--- config.mk ---
export PLATFORM = sky130hd
export DESIGN_NAME = msrv32_imm_gen_flat
export DESIGN_NICKNAME = d
export VERILOG_FILES = /design/src/rtl/msrv32_imm_gen_if.sv /design/src/rtl/msrv32_imm_gen.sv /design/src/flat_wrapper.sv
export SDC_FILE = /design/constraint.sdc
export NUM_CORES = 1
export LEC_CHECK = 0
export ABC_AREA = 1
export CORE_ASPECT_RATIO = 1.5
export CORE_MARGIN = 1
export CORE_UTILIZATION = 39
export DETAILED_ROUTE_END_ITERATION = 10
export MAX_ROUTING_LAYER = met4
export PLACE_DENSITY = 0.83
export SKIP_LAST_GASP = 1
export SYNTH_ARGS = -nofsm -noshare
export SYNTH_HDL_FRONTEND = slang
export SYNTH_SLANG_ARGS = --single-unit
--- constraint.sdc ---
create_clock -name ms_riscv32_mp_clk_in -period 1.1 [get_ports ms_riscv32_mp_clk_in]
set_input_delay 0.11 -clock ms_riscv32_mp_clk_in [delete_from_list [all_inputs] [get_ports ms_riscv32_mp_clk_in]]
set_output_delay 0.11 -clock ms_riscv32_mp_clk_in [all_outputs]
set_load 0.1 [all_outputs]
--- src/rtl/msrv32_imm_gen_if.sv ---
// Immediate-generator bus: decoder side (master) supplies instruction bits and
// format code, the generator (slave) returns the registered immediate.
interface msrv32_imm_gen_if;
  logic [31:7] instr;
  logic [2:0]  imm_type_in;
  logic [31:0] imm_out;

  modport master (
    output instr,
    output imm_type_in,
    input  imm_out
  );

  modport slave (
    input  instr,
    input  imm_type_in,
    output imm_out
  );
endinterface

--- src/rtl/msrv32_imm_gen.sv ---
// RV32I immediate generator: builds the I/S/B/U/J (and optional CSR zimm)
// immediate and registers it once. Optional macro: MSRV32_IMM_CSR_EN.
module msrv32_imm_gen (
  input  logic                    ms_riscv32_mp_clk_in,
  input  logic                    ms_riscv32_mp_rst_in,
  msrv32_imm_gen_if.slave         bus
);

  logic [31:0] imm_next;
  logic        sign;

  assign sign = bus.instr[31];

  always_comb begin
    imm_next = 32'h0000_0000;
    case (bus.imm_type_in)
      3'b010:  imm_next = {{20{sign}}, bus.instr[31:25], bus.instr[11:7]};
      3'b011:  imm_next = {{20{sign}}, bus.instr[7], bus.instr[30:25],
                           bus.instr[11:8], 1'b0};
      3'b100:  imm_next = {bus.instr[31:12], 12'h000};
      3'b101:  imm_next = {{12{sign}}, bus.instr[19:12], bus.instr[20],
                           bus.instr[30:21], 1'b0};
`ifdef MSRV32_IMM_CSR_EN
      3'b110:  imm_next = {27'b0, bus.instr[19:15]};
`else
      3'b110:  imm_next = 32'h0000_0000;
`endif
      // 000, 001 and 111 all select the I-type immediate.
      default: imm_next = {{20{sign}}, bus.instr[31:20]};
    endcase
  end

  always_ff @(posedge ms_riscv32_mp_clk_in) begin
    if (ms_riscv32_mp_rst_in) bus.imm_out <= 32'h0000_0000;
    else                      bus.imm_out <= imm_next;
  end

endmodule

--- src/flat_wrapper.sv ---
// flat-port wrapper written by rule: the top's interface ports become plain ports
module msrv32_imm_gen_flat 
  (ms_riscv32_mp_clk_in, ms_riscv32_mp_rst_in, bus_instr, bus_imm_type_in, bus_imm_out);
  msrv32_imm_gen_if bus_i ();
  input  logic ms_riscv32_mp_clk_in;
  input  logic ms_riscv32_mp_rst_in;
  input wire logic [$bits(bus_i.instr)-1:0] bus_instr;
  input wire logic [$bits(bus_i.imm_type_in)-1:0] bus_imm_type_in;
  output wire logic [$bits(bus_i.imm_out)-1:0] bus_imm_out;
  assign bus_i.instr = bus_instr;
  assign bus_i.imm_type_in = bus_imm_type_in;
  assign bus_imm_out = bus_i.imm_out;
  msrv32_imm_gen u_core (.ms_riscv32_mp_clk_in(ms_riscv32_mp_clk_in), .ms_riscv32_mp_rst_in(ms_riscv32_mp_rst_in), .bus(bus_i));
endmodule
==> results of run 1 <==
## synth_stat cells
master                     count  share of area
sky130_fd_sc_hd__buf_2         1         0.0040
sky130_fd_sc_hd__nand2_2       5          0.025
sky130_fd_sc_hd__nor3_1        6          0.024
sky130_fd_sc_hd__buf_4         1         0.0060
sky130_fd_sc_hd__nand3_1      16          0.064
sky130_fd_sc_hd__inv_2         2         0.0060
sky130_fd_sc_hd__nand2_1      46           0.14
sky130_fd_sc_hd__dfxtp_1      32           0.51
sky130_fd_sc_hd__buf_6         1         0.0090
sky130_fd_sc_hd__nor2_4        1         0.0090
sky130_fd_sc_hd__nand4_1       4          0.020
sky130_fd_sc_hd__o211ai_1      1         0.0060
sky130_fd_sc_hd__inv_1        15          0.045
sky130_fd_sc_hd__clkbuf_1      3         0.0090
sky130_fd_sc_hd__a21oi_1       5          0.020
sky130_fd_sc_hd__o21ai_2       1         0.0070
sky130_fd_sc_hd__nor2_1       21          0.063
sky130_fd_sc_hd__nand3_4       1          0.014
sky130_fd_sc_hd__o21ai_0       6          0.024
## how the worst max path moves through the flow
stage | endpoint | cells past startpoint | from | slack (ps)
2_1_floorplan | bus_imm_out[0] | 0 | u_core.bus.imm_out[0]$_SDFF_PP0_ | 80
6_report | u_core.bus.imm_out[30]$_SDFF_PP0_ | 7 | bus_instr[24] | 20
3_5_place_dp | u_core.bus.imm_out[11]$_SDFF_PP0_ | 7 | bus_imm_type_in[2] | -450
3_3_place_gp | u_core.bus.imm_out[24]$_SDFF_PP0_ | 8 | bus_imm_type_in[2] | -380
4_1_cts | u_core.bus.imm_out[29]$_SDFF_PP0_ | 8 | bus_imm_type_in[1] | 6
5_1_grt | u_core.bus.imm_out[30]$_SDFF_PP0_ | 7 | bus_instr[24] | -60
## per-stage QoR
stage               TNS, ps   util
detailed placement   -11340  0.771
global placement     -10510  0.771
finish                    0  0.823
CTS                       0  0.804
floorplan                 0      -
global route           -213  0.823
## cell type report
type,instances,area [µm²]
Tap cell,39,48.8
Clock inverter,1,5.00
Multi-Input combinational cell,115,581
Fill cell,156,527
Sequential cell,32,641
Inverter,17,66.3
Clock buffer,6,72.6
Timing Repair Buffer,74,1030
## per-layer routing
| metal | vias to the layer above | part of all wire | global-route usage |
|---|---|---|---|
| met5 | - | 0 | - |
| met4 | 0 | 0.046 | 0.144 |
| met3 | 19 | 0.036 | 0.0573 |
| met2 | 59 | 0.56 | 0.424 |
| met1 | 647 | 0.35 | 0.227 |
| li1 | 681 | - | - |
## power by group through the flow
stage / Sequential [mW] / Clock [mW] / Combinational (mW)
after floorplan: 1.89 / 0 / 0.187
after global placement: 1.33 / 0 / 1.29
after detailed placement: 1.34 / 0 / 1.31
after CTS: 1.31 / 0.843 / 1.32
after global routing: 1.32 / 0.891 / 1.40
final: 1.31 / 0.833 / 1.35
## kinds of logic after synthesis
logic type             Yosys count  share of synthesized area
flip-flops                      32                      0.509
AND/OR/NAND/NOR                100                      0.355
AO/OA/AOI/OAI                   13                     0.0567
buffers and inverters           23                     0.0786
## critical path, cell delays in order
cell,delay [ps]
sky130_fd_sc_hd__clkdlybuf4s50_1,530
sky130_fd_sc_hd__nand2_1,70
sky130_fd_sc_hd__inv_1,150
sky130_fd_sc_hd__nand2_4,90
sky130_fd_sc_hd__o21ai_0,120
sky130_fd_sc_hd__nand2_1,130
sky130_fd_sc_hd__nand2_1,100
## what timing repair did
action                                  4_1_cts  5_1_grt
setup buffers                                 1        0
endpoints found under the setup margin       26       25
cloned                                        1        1
resized for setup                             9       15
pin swaps                                     2        4
==> summary.txt, run 1 <==
Logic synthesis
  – Number of nets in the synthesized netlist: 198
  – Mean post-synth cell area: 7.48 µm²
  – Number of synthesized register bits: 32
  – Post-Synthesis Cell Area: 0.00126 mm²
  – Warnings, synthesis: 0
  – Share of the yosys chip area belonging to registers: 0.509
  – Cells after Synth: 168
  – Count of distinct cell types in the synthesized netlist: 19

Placement
  – Post-DP HPWL: 2840 µm
  – Placed Cells incl. Taps: 274
  – Post-Place Setup Slack: -448 ps
  – PortBufs: 61
  – Routability congestion estimate: 0.862
  – Total cell area at the placement stage: 0.00229 mm²

STA
  – Final WS setup: 23.4 ps
  – Final number of setup-violating endpoints: 0
  – Final Hold Fails: 0
  – Time the final worst path needs with I/O delays and setup: 1080 ps
  – Relative slew margins: 0.814
  – Hold Worst Slack: 347 ps
  – Period utilization: 0.979
  – Highest attainable clock frequency: 929 MHz
  – Worst-margin pin slew: 278 ps
  – Slew Viols, Final: 0

Finish
  – Register name with the most flops: u_core.bus.imm_out
  – Final nets: 275
  – Leading cell types in the layout, fill and taps excluded: sky130_fd_sc_hd__nand2_1 (42), sky130_fd_sc_hd__buf_12 (32), sky130_fd_sc_hd__dfxtp_1 (32)
  – Largest regs: u_core.bus.imm_out (32)
  – Cell Count, Final, Fillers Out: 284
  – Largest register FFs: 32
  – Area growth from synthesis to layout: 94.5%
  – Leading cell type in the layout, fill and taps excluded: sky130_fd_sc_hd__nand2_1
  – Share of layout cells above drive strength 1: 0.290
  – Final design area excluding fillers: 0.00245 mm²
  – Number of diodes added for antenna fixing: 0

Global routing
  – Initial antenna violation count: 0
  – Via count of the first global-routing pass: 1348
  – Maximum number of pins on one net before global-route repair: 22
  – Wire length of the first global-routing pass: 5980 µm
  – Total GRT Usage: 0.237
  – Aggregate global routing overflow: 0

Clocking
  – Sink count of the clock tree: 32
  – Cts bufs inserted: 5
  – Maximum number of buffers from clock root to sink: 2
  – Post-CTS Hold Fix Bufs: 0
  – Root buffer cell: sky130_fd_sc_hd__clkbuf_8
  – Maximum level of the CTS H-tree: 2
  – Clock edge transition at the registers on the reported setup and hold paths: 60 ps
  – TritonCTS clock tree: built

Outcome
  – Outcome: completed

Die
  – Die Y-Extent: 71.5 µm
  – I/O pin count: 62
  – Starting utilization of the core area: 0.423
  – Total die area: 0.00346 mm²
  – Width of the die: 48.4 µm
  – Area inside the core boundary: 0.00297 mm²
  – Count of standard-cell rows: 24

Pwr
  – Internal portion of total power: 2.17 mW
  – Psw: 1.32 mW
  – Worst IR drop on VDD: 1.22 mV
  – Power density over cell area: 1430 mW/mm²
  – Share of total power in the clock network: 0.238
  – Relative contribution of sequential cells to total power: 0.375
  – Overall power consumption: 3.50 mW
  – Switching share of power: 0.379
  – Leak: 1.20 nW
  – Part of the total power dissipated in combinational logic: 0.387

Route
  – Post-detailed-routing wire length: 3970 µm
  – Antenna Nets Post-Route: 0
  – First-pass DRT Iterations: 4
  – # DRC: 0
  – DR WL/cell: 14.0 µm
  – Number of vias after detailed routing: 1406
  – Detailed Route Iter0 Violations: 34
  – Average vias per placed instance: 4.95

Worst setup path
  – CP Launch Type: input pin
  – Data required time at the worst endpoint: 1320 ps
  – Worst setup path category: in -> reg
  – Worst Setup End Kind: register
  – Crit path max fanout: 6
  – Data arrival time of the critical path: 1300 ps

Min path
  – Hold worst-path end: u_core.bus.imm_out[0]$_SDFF_PP0_
  – Worst min-delay path category: in -> reg
  – Critical hold path startpoint: bus_imm_type_in[1]
  – Instance count along the most critical hold path: 5

Flow run
  – Max-cap violations: 0
Power figures use the tool's default switching activity.
==> run 2: changes to the inputs <==
CORE_MARGIN = 2   (was 1)
==> summary.txt, run 2 (synthesis results as in run 1) <==
Clocking
  – Clock edge transition at the registers on the reported setup and hold paths: 60 ps (about the same)
  – Maximum number of buffers from clock root to sink: 2 (unchanged)
  – TritonCTS clock tree: built
  – Root buffer cell: sky130_fd_sc_hd__clkbuf_8
  – Maximum level of the CTS H-tree: 2 (unchanged)
  – Cts bufs inserted: 5 (unchanged)
  – Post-CTS Hold Fix Bufs: 0 (unchanged)
  – Sink count of the clock tree: 32 (unchanged)

Finish
  – Final nets: 279 (+1.5%)
  – Largest register FFs: 32 (unchanged)
  – Cell Count, Final, Fillers Out: 290 (+2.1%)
  – Leading cell types in the layout, fill and taps excluded: sky130_fd_sc_hd__nand2_1 (42), sky130_fd_sc_hd__buf_12 (32), sky130_fd_sc_hd__dfxtp_1 (32)
  – Register name with the most flops: u_core.bus.imm_out
  – Leading cell type in the layout, fill and taps excluded: sky130_fd_sc_hd__nand2_1
  – Number of diodes added for antenna fixing: 0 (unchanged)
  – Largest regs: u_core.bus.imm_out (32)
  – Final core area utilization: 0.808 (-0.0148)
  – Fill cell count: 166 (+6.4%)
  – Area growth from synthesis to layout: 101%
  – Share of layout cells above drive strength 1: 0.308 (+0.0182)

Flow run
  – Max-cap violations: 0 (unchanged)

Route
  – DR WL/cell: 14.5 µm (+4.0%)
  – # DRC: 0 (unchanged)
  – Antenna Nets Post-Route: 0 (unchanged)
  – First-pass DRT Iterations: 4 (unchanged)
  – Number of vias after detailed routing: 1435 (+2.1%)
  – Average vias per placed instance: 4.95 (about the same)
  – Post-detailed-routing wire length: 4220 µm (+6.2%)
  – Detailed Route Iter0 Violations: 36 (+5.9%)

Worst setup path
  – Worst setup path endpoint: u_core.bus.imm_out[27]$_SDFF_PP0_
  – Crit-path slowest cell: sky130_fd_sc_hd__clkdlybuf4s15_1
  – Data required time at the worst endpoint: 1280 ps (-40 ps)
  – Data arrival time of the critical path: 1270 ps (-30 ps)
  – Cell repeated most along the worst path: sky130_fd_sc_hd__nand2_1
  – Worst setup path category: in -> reg
  – Delay of the slowest cell on the worst path: 310 ps (-220 ps)
  – CP Launch Type: input pin
  – Crit path max fanout: 5 (-1)
  – Worst Setup End Kind: register
  – Cell chain of the critical path: clkdlybuf4s15_1 > inv_1 > nand2_2 > nand3_4 > nand2_4 > clkinvlp_4 > nand2_1 > nand2_1
  – Launch point of the critical path: bus_imm_type_in[0]

Min path
  – Instance count along the most critical hold path: 3 (-2)
  – Worst min-delay path category: in -> reg

Global routing
  – Aggregate global routing overflow: 0 (unchanged)
  – Total GRT Usage: 0.240 (+0.00332)
  – Initial antenna violation count: 0 (unchanged)
  – Via count of the first global-routing pass: 1365 (+1.3%)
  – Met1 Use GR: 0.237 (+0.0101)
  – GR met3 Demand/Resource: 0.0630 (+0.00568)
  – Most used routing layer in global routing: met2
  – Met2 Usage GRT: 0.418 (-0.00597)
  – Wire length of the first global-routing pass: 6380 µm (+6.6%)
  – Maximum number of pins on one net before global-route repair: 12 (-45%)

Die
  – Count of standard-cell rows: 25 (+4.2%)
  – I/O pin count: 62 (unchanged)
  – Total die area: 0.00370 mm² (+7.0%)
  – Area inside the core boundary: 0.00313 mm² (+5.2%)
  – Starting utilization of the core area: 0.402 (-0.0210)
  – Width of the die: 50.4 µm (+4.1%)
  – Die Y-Extent: 73.5 µm (+2.8%)

Pwr
  – Power density over cell area: 1550 mW/mm² (+8.4%)
  – Leak: 1.24 nW (+3.4%)
  – Worst IR drop on VDD: 1.56 mV (+28%)
  – Overall power consumption: 3.92 mW (+12%)

STA
  – Sum of negative setup slack: 0 ps (unchanged)
  – Relative slew margins: 0.809 (-0.00540)
  – Highest attainable clock frequency: 918 MHz (-1.2%)
  – Final number of setup-violating endpoints: 0 (unchanged)
  – Time the final worst path needs with I/O delays and setup: 1090 ps (+12.6 ps)
  – Worst-margin pin slew: 287 ps (+8.45 ps)
  – Slew Viols, Final: 0 (unchanged)
  – Period utilization: 0.990 (+0.0115)
  – Final Hold Fails: 0 (unchanged)

Placement
  – Routability congestion estimate: 0.856 (-0.65%)
  – PortBufs: 61 (unchanged)
  – Placed Cells incl. Taps: 278 (+1.5%)
  – Post-DP HPWL: 2840 µm (-0.18%)

Outcome
  – Outcome: completed
run 2: metrics by stage:
stage	worst slack [ps]	cell area (µm²)	hold slack (ps)
floorplan	81.0	1260	187
global placement	-401	2320	577
detailed placement	-475	2320	576
CTS	-1.69	2470	371
global route	-42.6	2530	252
finish	10.8	2530	233
run 2: critical path: cells and delay by family:
| family | cells | cell delay [ps] |
|---|---|---|
| buffers and inverters | 3 | 560 |
| and+or+nand+nor | 5 | 590 |
run 2: power by group:
| part | leakage [nW] | internal [mW] | switching, mW |
|---|---|---|---|
| Sequential | 0.265 | 1.24 | 0.0701 |
| Combinational | 0.908 | 0.505 | 0.861 |
| Clock | 0.0645 | 0.798 | 0.437 |
run 2: how the worst min path moves through the flow:
| stage | from | endpoint | slack, ps |
|---|---|---|---|
| after detailed placement | u_core.bus.imm_out[11]$_SDFF_PP0_ | bus_imm_out[11] | 580 |
| after global routing | bus_instr[24] | u_core.bus.imm_out[31]$_SDFF_PP0_ | 250 |
| final | bus_instr[24] | u_core.bus.imm_out[31]$_SDFF_PP0_ | 230 |
| after CTS | bus_instr[4] | u_core.bus.imm_out[4]$_SDFF_PP0_ | 370 |
| after floorplan | ms_riscv32_mp_rst_in | u_core.bus.imm_out[5]$_SDFF_PP0_ | 190 |
| after global placement | u_core.bus.imm_out[23]$_SDFF_PP0_ | bus_imm_out[23] | 580 |
run 2: layout make-up:
cell class,count,area (µm²),share of cell area
multi-input cells,115,581,0.230
inverters,17,63.8,0.0252
well taps,40,50.0,0.0198
repair inverters,1,7.51,0.00297
repair buffers,77,1060,0.419
flip-flops and latches,32,641,0.253
clock inverters,1,30.0,0.0119
clock buffers,7,96.3,0.0381
run 2: what timing repair did:
item	CTS	global route
pin swaps	1	3
setup buffers	0	1
gates cloned	1	2
resized for setup	7	19
setup endpoints to repair	25	25
run 2: per-layer routing:
layer,wire length (µm),up-vias
li1,-,692
met1,1450,665
met2,2340,57
met3,210,21
met4,209,0
met5,0,-
